[config.mk]
export PLATFORM = sky130hd
export DESIGN_NAME = mem_port_arbiter
export DESIGN_NICKNAME = d
export VERILOG_FILES = /design/src/rtl/mem_arb_pkg.sv /design/src/rtl/arb_sat_counter.sv /design/src/rtl/mem_port_arbiter.sv
export SDC_FILE = /design/constraint.sdc
export NUM_CORES = 1
export LEC_CHECK = 0
export ABC_AREA = 1
export BUFFER_PORTS_ARGS = -buffer_cell sky130_fd_sc_hd__buf_2
export CORE_MARGIN = 1.5
export CORE_UTILIZATION = 50
export CTS_BUF_LIST = sky130_fd_sc_hd__clkbuf_4 sky130_fd_sc_hd__clkbuf_8
export DETAILED_ROUTE_END_ITERATION = 10
export PLACE_DENSITY = 0.81
export SLEW_MARGIN = 20
export SYNTH_ARGS = -nofsm -noshare
export SYNTH_HDL_FRONTEND = slang
export SYNTH_SLANG_ARGS = --single-unit
[constraint.sdc]
create_clock -name clock -period 2.2 [get_ports clock]
set_clock_uncertainty 0.15 [all_clocks]
set_input_delay 0.44 -clock clock [delete_from_list [all_inputs] [get_ports clock]]
set_output_delay 0.44 -clock clock [all_outputs]
set_load 0.01 [all_outputs]
[src/rtl/mem_arb_pkg.sv]
// Shared types and helpers for the instruction/data memory port arbiter.
package mem_arb_pkg;

  localparam int ADDR_W_DEF = 32;
  localparam int DATA_W_DEF = 32;

  typedef enum logic [1:0] {
    IDLE   = 2'd0,
    BUSY_I = 2'd1,
    BUSY_D = 2'd2
  } arb_state_t;

  typedef enum logic {
    GRANT_I = 1'b0,
    GRANT_D = 1'b1
  } grant_t;

  // Width for a counter that must hold 0..max; a disabled (0) limit still gets one bit.
  function automatic int cnt_width(input int max);
    return (max > 0) ? $clog2(max + 1) : 1;
  endfunction

endpackage

[src/rtl/arb_sat_counter.sv]
// Up-counter with synchronous clear that sticks at MAX instead of wrapping.
module arb_sat_counter
  import mem_arb_pkg::*;
#(
  parameter int MAX = 4,
  parameter int W   = cnt_width(MAX)
) (
  input  logic         clock,
  input  logic         reset,
  input  logic         clear,
  input  logic         inc,
  output logic [W-1:0] count
);

  localparam logic [W-1:0] TOP = W'(MAX);

  always_ff @(posedge clock) begin
    if (reset) begin
      count <= '0;
    end else if (clear) begin
      count <= '0;
    end else if (inc && (count != TOP)) begin
      count <= count + 1'b1;
    end
  end

endmodule

[src/rtl/mem_port_arbiter.sv]
// Arbitrates the I-fetch and D ports onto one variable-latency memory port,
// D first with a streak limit for I, and aborts accesses the memory never acks.
//
// state  | meaning
// IDLE   | no access outstanding, choosing the next port
// BUSY_I | fetch access presented to memory, waiting for mem_ack
// BUSY_D | load/store access presented to memory, waiting for mem_ack
module mem_port_arbiter
  import mem_arb_pkg::*;
#(
  parameter int ADDR_W       = ADDR_W_DEF,
  parameter int DATA_W       = DATA_W_DEF,
  parameter int MAX_D_STREAK = 4,
  parameter int TIMEOUT      = 64
) (
  input  logic              clock,
  input  logic              reset,
  input  logic              i_req,
  input  logic [ADDR_W-1:0] i_addr,
  output logic [DATA_W-1:0] i_rdata,
  output logic              i_valid,
  input  logic              d_req,
  input  logic              d_we,
  input  logic [ADDR_W-1:0] d_addr,
  input  logic [DATA_W-1:0] d_wdata,
  output logic [DATA_W-1:0] d_rdata,
  output logic              d_valid,
  output logic              stall_if,
  output logic              stall_mem,
  output logic              mem_req,
  output logic              mem_we,
  output logic [ADDR_W-1:0] mem_addr,
  output logic [DATA_W-1:0] mem_wdata,
  input  logic              mem_ack,
  input  logic [DATA_W-1:0] mem_rdata,
  output logic              err
);

  localparam int SW = cnt_width(MAX_D_STREAK);
  localparam int TW = cnt_width(TIMEOUT);
  localparam logic [SW-1:0] STREAK_MAX = SW'(MAX_D_STREAK);
  localparam logic [TW-1:0] TIMER_LAST = TW'((TIMEOUT > 0) ? TIMEOUT - 1 : 0);

  arb_state_t    state;
  grant_t        grant;
  logic          grant_valid;
  logic          elig_i;
  logic          elig_d;
  logic          busy;
  logic          timeout_hit;
  logic          streak_clear;
  logic          streak_inc;
  logic [SW-1:0] streak;
  logic [TW-1:0] timer;

  // A port is not re-arbitrated in its own valid cycle, so a held request
  // that was just served is not mistaken for a new one.
  assign elig_i = i_req & ~i_valid;
  assign elig_d = d_req & ~d_valid;
  assign busy   = (state != IDLE);

  assign stall_if  = i_req & ~i_valid;
  assign stall_mem = d_req & ~d_valid;

  always_comb begin
    grant_valid = 1'b0;
    grant       = GRANT_D;
    if (state == IDLE) begin
      if (elig_d && (!elig_i || (streak != STREAK_MAX))) begin
        grant_valid = 1'b1;
      end else if (elig_i) begin
        grant_valid = 1'b1;
        grant       = GRANT_I;
      end
    end
  end

  assign streak_inc   = grant_valid && (grant == GRANT_D);
  assign streak_clear = !i_req || (grant_valid && (grant == GRANT_I));

  arb_sat_counter #(.MAX(MAX_D_STREAK), .W(SW)) u_streak (
    .clock (clock),
    .reset (reset),
    .clear (streak_clear),
    .inc   (streak_inc),
    .count (streak)
  );

  arb_sat_counter #(.MAX(TIMEOUT), .W(TW)) u_timer (
    .clock (clock),
    .reset (reset),
    .clear (grant_valid),
    .inc   (busy && !mem_ack),
    .count (timer)
  );

  assign timeout_hit = (TIMEOUT > 0) && busy && !mem_ack && (timer == TIMER_LAST);

  always_ff @(posedge clock) begin
    if (reset) begin
      state     <= IDLE;
      mem_req   <= 1'b0;
      mem_we    <= 1'b0;
      mem_addr  <= '0;
      mem_wdata <= '0;
      i_valid   <= 1'b0;
      d_valid   <= 1'b0;
      i_rdata   <= '0;
      d_rdata   <= '0;
      err       <= 1'b0;
    end else begin
      i_valid <= 1'b0;
      d_valid <= 1'b0;
      err     <= 1'b0;
      case (state)
        IDLE: begin
          if (grant_valid) begin
            mem_req <= 1'b1;
            if (grant == GRANT_D) begin
              state     <= BUSY_D;
              mem_addr  <= d_addr;
              mem_we    <= d_we;
              mem_wdata <= d_wdata;
            end else begin
              state    <= BUSY_I;
              mem_addr <= i_addr;
              mem_we   <= 1'b0;
            end
          end
        end
        BUSY_I, BUSY_D: begin
          // An ack on the last allowed cycle still wins over the abort.
          if (mem_ack || timeout_hit) begin
            state   <= IDLE;
            mem_req <= 1'b0;
            err     <= !mem_ack;
            if (state == BUSY_I) begin
              i_valid <= 1'b1;
              i_rdata <= mem_ack ? mem_rdata : '0;
            end else begin
              d_valid <= 1'b1;
              if (!mem_ack) begin
                d_rdata <= '0;
              end else if (!mem_we) begin
                d_rdata <= mem_rdata;
              end
            end
          end
        end
        default: state <= IDLE;
      endcase
    end
  end

endmodule

==> results of run 1 <==
## synthesized netlist by cell type (all sizes together)
master / instances / area share
ha: 6 / 0.011
buf: 37 / 0.038
clkbuf: 19 / 0.011
nand2: 310 / 0.18
inv: 163 / 0.093
or2: 1 / 0.00095
dfxtp: 145 / 0.44
a21oi: 26 / 0.020
nor2: 179 / 0.10
nand4: 29 / 0.028
xor2: 4 / 0.0053
o21ai: 36 / 0.027
nor3: 2 / 0.0015
nand3: 44 / 0.038
## cell families after synthesis
family          after synthesis
xor+xnor                      4
simple gates                565
compound gates               62
buf+inv                     219
flops                       145
fa+ha+maj                     6
## routing by layer
metal / up-vias / GRT usage / wire, microns / share of wire
met4: 0 / 0.130 / 650 / 0.036
met2: 280 / 0.436 / 8550 / 0.48
met1: 2994 / 0.306 / 7260 / 0.41
met5: - / 0 / 0 / 0
met3: 43 / 0.0785 / 1390 / 0.078
li1: 3480 / - / - / -
## metrics by stage
| stage | instance area, sq um | hold WS (ns) |
|---|---|---|
| 5_1_grt | 8490 | 0.0752 |
| 3_5_place_dp | 8000 | 0.286 |
| 2_1_floorplan | 6560 | 0.289 |
| 6_report | 8490 | 0.0891 |
| 4_1_cts | 8460 | 0.0670 |
| 3_3_place_gp | 8000 | 0.284 |
## critical path, delay by kind of cell (launching register included)
kind | cells | cell delay, ns
DFF | 1 | 0.37
and+or+nand+nor | 7 | 0.84
adders and majority gates | 1 | 0.22
buffers and inverters | 1 | 0.25
## report_power, final
group | switching [uW] | internal (uW) | leakage, uW
registers | 123 | 2880 | 0.00119
logic | 943 | 586 | 0.00349
clock network | 976 | 1440 | 0.000239
total | 2040 | 4910 | 0.00492
## final cells by class
type	instances	share of cell area
Sequential cell	145	0.342
Multi-Input combinational cell	637	0.322
Timing Repair Buffer	288	0.183
Inverter	163	0.0723
Clock buffer	21	0.0333
Tap cell	172	0.0254
Clock inverter	11	0.0215
Antenna cell	1	0.000295
## repair_timing
item / CTS / global route
buffers inserted: 0 / 2
endpoints found under the setup margin: 0 / 34
gates resized for setup: 0 / 1
## registers in the layout (all words and copies together), names as in the netlist, 2 cells and up
register,count
i_rdata,32
u_streak.count,3
mem_wdata,32
mem_addr,32
d_rdata,32
u_timer.count,7
state,2
## final timing paths
path / start / end / slack (ns) / depth (start not counted)
hold / removal: d_addr[30] / mem_addr[30]$_SDFFE_PP0P_ / 0.09 / 3
setup / recovery: u_timer.count[0]$_SDFFE_PP0P_ / i_rdata[28]$_SDFFE_PP0P_ / 0.27 / 9
setup reg to reg: u_timer.count[0]$_SDFFE_PP0P_ / i_rdata[28]$_SDFFE_PP0P_ / 0.27 / 9
hold reg to reg: mem_addr[4]$_SDFFE_PP0P_ / mem_addr[4]$_SDFFE_PP0P_ / 0.30 / 2
==> out/metrics.cfg, run 1 <==
[outcome]
status=finished, final reports clean

[power]
power_uw=6950
power.density_mw_per_mm2=819
leakage_uw=0.00492
irDropWorstVdd_v=0.000548

[route]
wl_per_cell_microns=12.4
drtIter0Drc=464
ant_nets=0
viasPerCell=4.73
drc=0
drt_wl_total_microns=17900
firstDrtPassIters=5
route.vias.total=6797

[global_route]
grt_first_pass_wirelength_microns=29500
grt_max_degree=69
first_global_vias=6341
antenna_found_initial=1
grt.total_usage=0.262
overflow=0

[worst_setup_path]
cp_max_fo=17
critPathMaxStageDelay_ns=0.37
crit_arrival_ns=2.12
end_kind=flip-flop
cp_slowest_cell=dfxtp_1
path_cells=ha_1, nand2_1, nor2_1, nand3_2, nand2_4, buf_4, nand4_1, nand2_1, nor2_1
required_ns=2.39
critPathKind=flip-flop to flip-flop
critPathLaunchType=flip-flop

[cts]
cts-htree-levels=4
cts_buffers=17
holdBufCountCts=0
clkTransAtPathRegs_ns=0.08
cts-root-buf=clkbuf_8
clock_sinks=145
cts_tree=built
cts.path.max_buffers=2
clock_latency_ns=0.44

[logic_synthesis]
yosysSeqAreaShare=0.442
ys_ff_latch=145
yosys_warnings=0
syn_inst=1001
synth_top_family_by_area=simple AND/OR/NAND/NOR gates
synthSimpleGateAreaFrac=0.351
synth-xor-area-share=0.00534
synth_cell_type_count=24
synthMuxAreaShare=0
netlist_area_sq_mm=0.00656
synth-adder-area-share=0.0114
synth_fp_nets=1141
postSynthAreaPerCell_sq_um=6.55
synth-compound-area-share=0.0479

[finish]
layout_commonest_cell=nand2_1
multi_input_area_sq_mm=0.00273
finish.utilization=0.667
final_nets=1392
layout-drive-gt1-share=0.263
final_cell_mix=nand2_1, buf_2, nor2_1, inv_1, dfxtp_1
area_growth_pct=29.3
n_fill_cell=1160
register_area_sq_mm=0.00290
fin_cells=1438

[place]
place.gp.congestion=0.867
portBuffers=268
dp_cells=1403
hpwl_microns=12600
place_ws_ns=0.163

[floorplan]
rows=41
die_y_microns=118
die_x_microns=118
die_area_sq_mm=0.0138
ios=269
start_util=0.516
core_area_sq_mm=0.0127

[timing]
final.setup.worst_slack_ns=0.267
worstMarginPinSlew_ns=0.446
setup_violations=0
min_period_ns=1.93
slew-limit-headroom=0.703
fin_crit_sh=0.878
hold_viol=0
final.setup.tns_ns=0
fmax_mhz=517
grt_setup_unrepaired=false
final-max-slew-violation-count=0

[flow_run]
maxCapViolCount=0

[min_path]
hold_class=primary input to flip-flop

(Power assumes the default switching activity.)
==> inputs of run 2 (changes only) <==
PLACE_DENSITY = 0.85   (was 0.81)
==> out/metrics.cfg, run 2 (same netlist as run 1, synthesis figures left out) <==
[worst_setup_path]
critPathKind=flip-flop to flip-flop
end_kind=flip-flop
cp_max_fo=51
required_ns=2.38
critPathLaunchType=flip-flop
reg2reg_slack_ns=0.23
crit_arrival_ns=2.15

[cts]
ctsResizeCount=0
clock_sinks=145
cts_tree=built
cts.path.max_buffers=2
holdBufCountCts=0
clock_latency_ns=0.44
cts_buffers=17
clkTransAtPathRegs_ns=0.07
cts-root-buf=clkbuf_8
cts_setup_buffers=0
cts-htree-levels=4

[floorplan]
die_y_microns=118
ios=269
core_area_sq_mm=0.0127
die_area_sq_mm=0.0138
rows=41
die_x_microns=118
start_util=0.516

[route]
drt_wl_total_microns=17700
ant_nets=0
wl_per_cell_microns=12.3
viasPerCell=4.72
firstDrtPassIters=6
drtIter0Drc=450
route.vias.total=6766
drc=0

[global_route]
grt_max_degree=52
grt.total_usage=0.259
overflow=0
first_global_vias=6481
antenna_found_initial=0
grt_first_pass_wirelength_microns=29400

[timing]
final.setup.tns_ns=0
hold_viol=0
worstMarginPinSlew_ns=0.517
slew-limit-headroom=0.656
min_period_ns=1.97
final-max-slew-violation-count=0
fin_crit_sh=0.894
fmax_mhz=508
setup_violations=0
grt_setup_unrepaired=false

[place]
hpwl_microns=12700
placed_area_sq_mm=0.00801
dp_cells=1405
place.gp.congestion=0.865
portBuffers=268

[power]
seqPwrFrac=0.456
net-switching-power_uw=2010
power.density_mw_per_mm2=785
power_uw=6590
p_clk_frac=0.311
irDropWorstVdd_v=0.000589
comb_power_share=0.232
cell_internal_pwr_uw=4570
leakage_uw=0.00488
power_switching_share=0.305

[finish]
final_cell_mix=nand2_1, buf_2, nor2_1, inv_1, dfxtp_1
final_nets=1392
finish.utilization=0.660
diodes=0
fin_area_sq_mm=0.00839
fin_cells=1434
area_growth_pct=27.9
layout-drive-gt1-share=0.261
layout_commonest_cell=nand2_1

[flow_run]
maxCapViolCount=0

[min_path]
hold_class=primary input to flip-flop

[outcome]
status=finished, final reports clean

## run 2: cell types whose count changed in the layout (fill, tap and decap cells not counted)
cell / before / now
clkinv_2: 6 / 4
diode_2: 1 / 0
bufinv_16: 5 / 2
nand2_4: 2 / 1
nand2_2: 1 / 2
clkbuf_4: 1 / 3
## run 2: power groups by stage
stage / combinational, uW / clock, uW / sequential, uW
floorplan: 841 / 0 / 3170
global route: 1720 / 2220 / 3030
CTS: 1530 / 2090 / 3000
detailed placement: 1520 / 0 / 3060
finish: 1530 / 2050 / 3010
global placement: 1490 / 0 / 3050
## run 2: worst paths after layout
path	endpoint	start	cells after the start
setup / recovery	d_rdata[22]$_SDFFE_PP0P_	state[1]$_SDFFE_PP0P_	10
hold / removal	mem_addr[13]$_SDFFE_PP0P_	d_addr[13]	3
setup reg to reg	d_rdata[22]$_SDFFE_PP0P_	state[1]$_SDFFE_PP0P_	10
hold reg to reg	mem_addr[26]$_SDFFE_PP0P_	mem_addr[26]$_SDFFE_PP0P_	2
## run 2: final cells by class
cell class                 instances  area, sq um
tap                              172          215
inverter                         163          613
sequential                       145         2900
multi-input combinational        637         2730
clock buffer                      23          298
clock inverter                     6         82.6
timing repair buffer             288         1550
fill                            1171         4330
## run 2: worst max-delay path, cell delays in order, from the launching register on
cell	delay [ns]
dfxtp_1	0.31
inv_1	0.07
ha_1	0.29
nor2_1	0.09
nand3_2	0.11
nand2_4	0.09
nand3_4	0.06
buf_4	0.43
nand2_1	0.11
nand2_1	0.08
nor2_1	0.04
## run 2: metrics by stage
stage                     hold WS [ns]  setup WS [ns]
after CTS                       0.0712          0.224
final                           0.0987          0.233
after floorplan                  0.289          0.522
after global routing            0.0670         0.0652
after global placement           0.284          0.374
after detailed placement         0.285          0.264
## run 2: routing by layer
metal / vias up / track usage / part of all wire
li1: 3476 / - / -
met2: 269 / 0.443 / 0.48
met3: 45 / 0.0741 / 0.076
met5: - / 0 / 0
met4: 0 / 0.125 / 0.032
met1: 2976 / 0.297 / 0.41
==> inputs of run 3 (changes only) <==
CORE_UTILIZATION = 27   (was 50)
PLACE_DENSITY = 0.52   (was 0.85)
==> out/metrics.cfg, run 3 (same netlist as run 1, synthesis figures left out) <==
[route]
ant_nets=0
route.vias.total=6555
wl_per_cell_microns=12.5
viasPerCell=4.15
drtIter0Drc=288
drt_wl_total_microns=19800
drc=0
firstDrtPassIters=7

[global_route]
grt_first_pass_wirelength_microns=32700
first_global_vias=6477
grt.total_usage=0.162
grt_max_degree=54
antenna_found_initial=1
overflow=0

[worst_setup_path]
required_ns=2.39
reg2reg_slack_ns=0.26
cp_max_fo=51
critPathKind=flip-flop to flip-flop
critPathLaunchType=flip-flop
end_kind=flip-flop
crit_arrival_ns=2.13

[floorplan]
die_x_microns=159
die_area_sq_mm=0.0252
start_util=0.277
ios=269
core_area_sq_mm=0.0237
rows=56
die_y_microns=159

[power]
power.density_mw_per_mm2=782
irDropWorstVdd_v=0.000345
leakage_uw=0.00485

[timing]
hold_viol=0
grt_setup_unrepaired=false
fmax_mhz=515
worstMarginPinSlew_ns=0.559
final-max-slew-violation-count=0
fin_crit_sh=0.882
slew-limit-headroom=0.627
hold_slack_ns=0.0819
setup_violations=0
final.setup.tns_ns=0
min_period_ns=1.94

[finish]
area_growth_pct=30.7
n_fill_cell=2699
final_cell_mix=nand2_1, buf_2, nor2_1, inv_1, dfxtp_1
finish.utilization=0.362
final_nets=1390
diodes=0
layout-drive-gt1-share=0.261
layout_commonest_cell=nand2_1
multi_input_area_sq_mm=0.00273
register_area_sq_mm=0.00290

[place]
place.gp.congestion=0.778
hpwl_microns=14000
portBuffers=268

[outcome]
status=finished, final reports clean

[flow_run]
maxCapViolCount=0

[cts]
cts_buffers=17
cts_tree=built
ctsResizeCount=0
clkTransAtPathRegs_ns=0.09
cts_setup_buffers=0
clock_sinks=145
cts-htree-levels=4
holdBufCountCts=0
cts-root-buf=clkbuf_8
clock_latency_ns=0.44
cts.path.max_buffers=2

[min_path]
hold_class=primary input to flip-flop

run 3: layout make-up:
type | instances | area share
flip-flops and latches | 145 | 0.338
multi-input cells | 637 | 0.318
repair buffers | 286 | 0.179
inverters | 163 | 0.0715
well taps | 319 | 0.0465
clock buffers | 19 | 0.0305
clock inverters | 12 | 0.0156
run 3: worst paths after layout:
check	start	endpoint	cells past startpoint
max	u_timer.count[0]$_SDFFE_PP0P_	d_rdata[11]$_SDFFE_PP0P_	10
max reg2reg	u_timer.count[0]$_SDFFE_PP0P_	d_rdata[11]$_SDFFE_PP0P_	10
min	d_addr[24]	mem_addr[24]$_SDFFE_PP0P_	3
min reg2reg	mem_addr[31]$_SDFFE_PP0P_	mem_addr[31]$_SDFFE_PP0P_	2
run 3: per-layer routing:
| metal | global-route usage | up-vias | part of all wire |
|---|---|---|---|
| li1 | - | 3473 | - |
| met1 | 0.187 | 2838 | 0.44 |
| met2 | 0.279 | 216 | 0.46 |
| met3 | 0.0554 | 26 | 0.081 |
| met4 | 0.0549 | 2 | 0.018 |
| met5 | 0 | - | 0.00040 |
run 3: worst max-delay path, stage by stage (launching register included):
cell	delay (ns)
dfxtp_1	0.34
ha_1	0.23
nand2_1	0.11
nor2_1	0.06
nand3_2	0.08
nand2_4	0.09
nand3_4	0.07
buf_4	0.46
nand2_1	0.10
nand2_1	0.08
nor2_1	0.04
run 3: power by group:
group	total, uW	internal, uW	switching, uW	leakage [uW]
Combinational	1530	580	954	0.00348
Sequential	3000	2880	128	0.00119
Clock	2170	1070	1110	0.000187
Total	6710	4520	2190	0.00485
run 3: stage by stage:
step	power, uW	instance area (sq um)	worst slack (ns)	cells
4_1_cts	6830	8580	0.258	1581
3_5_place_dp	4610	8180	0.266	1550
3_3_place_gp	4610	8180	0.287	1550
5_1_grt	7170	8580	0.0292	1581
6_report	6710	8580	0.259	1581
2_1_floorplan	4010	6560	0.522	1001
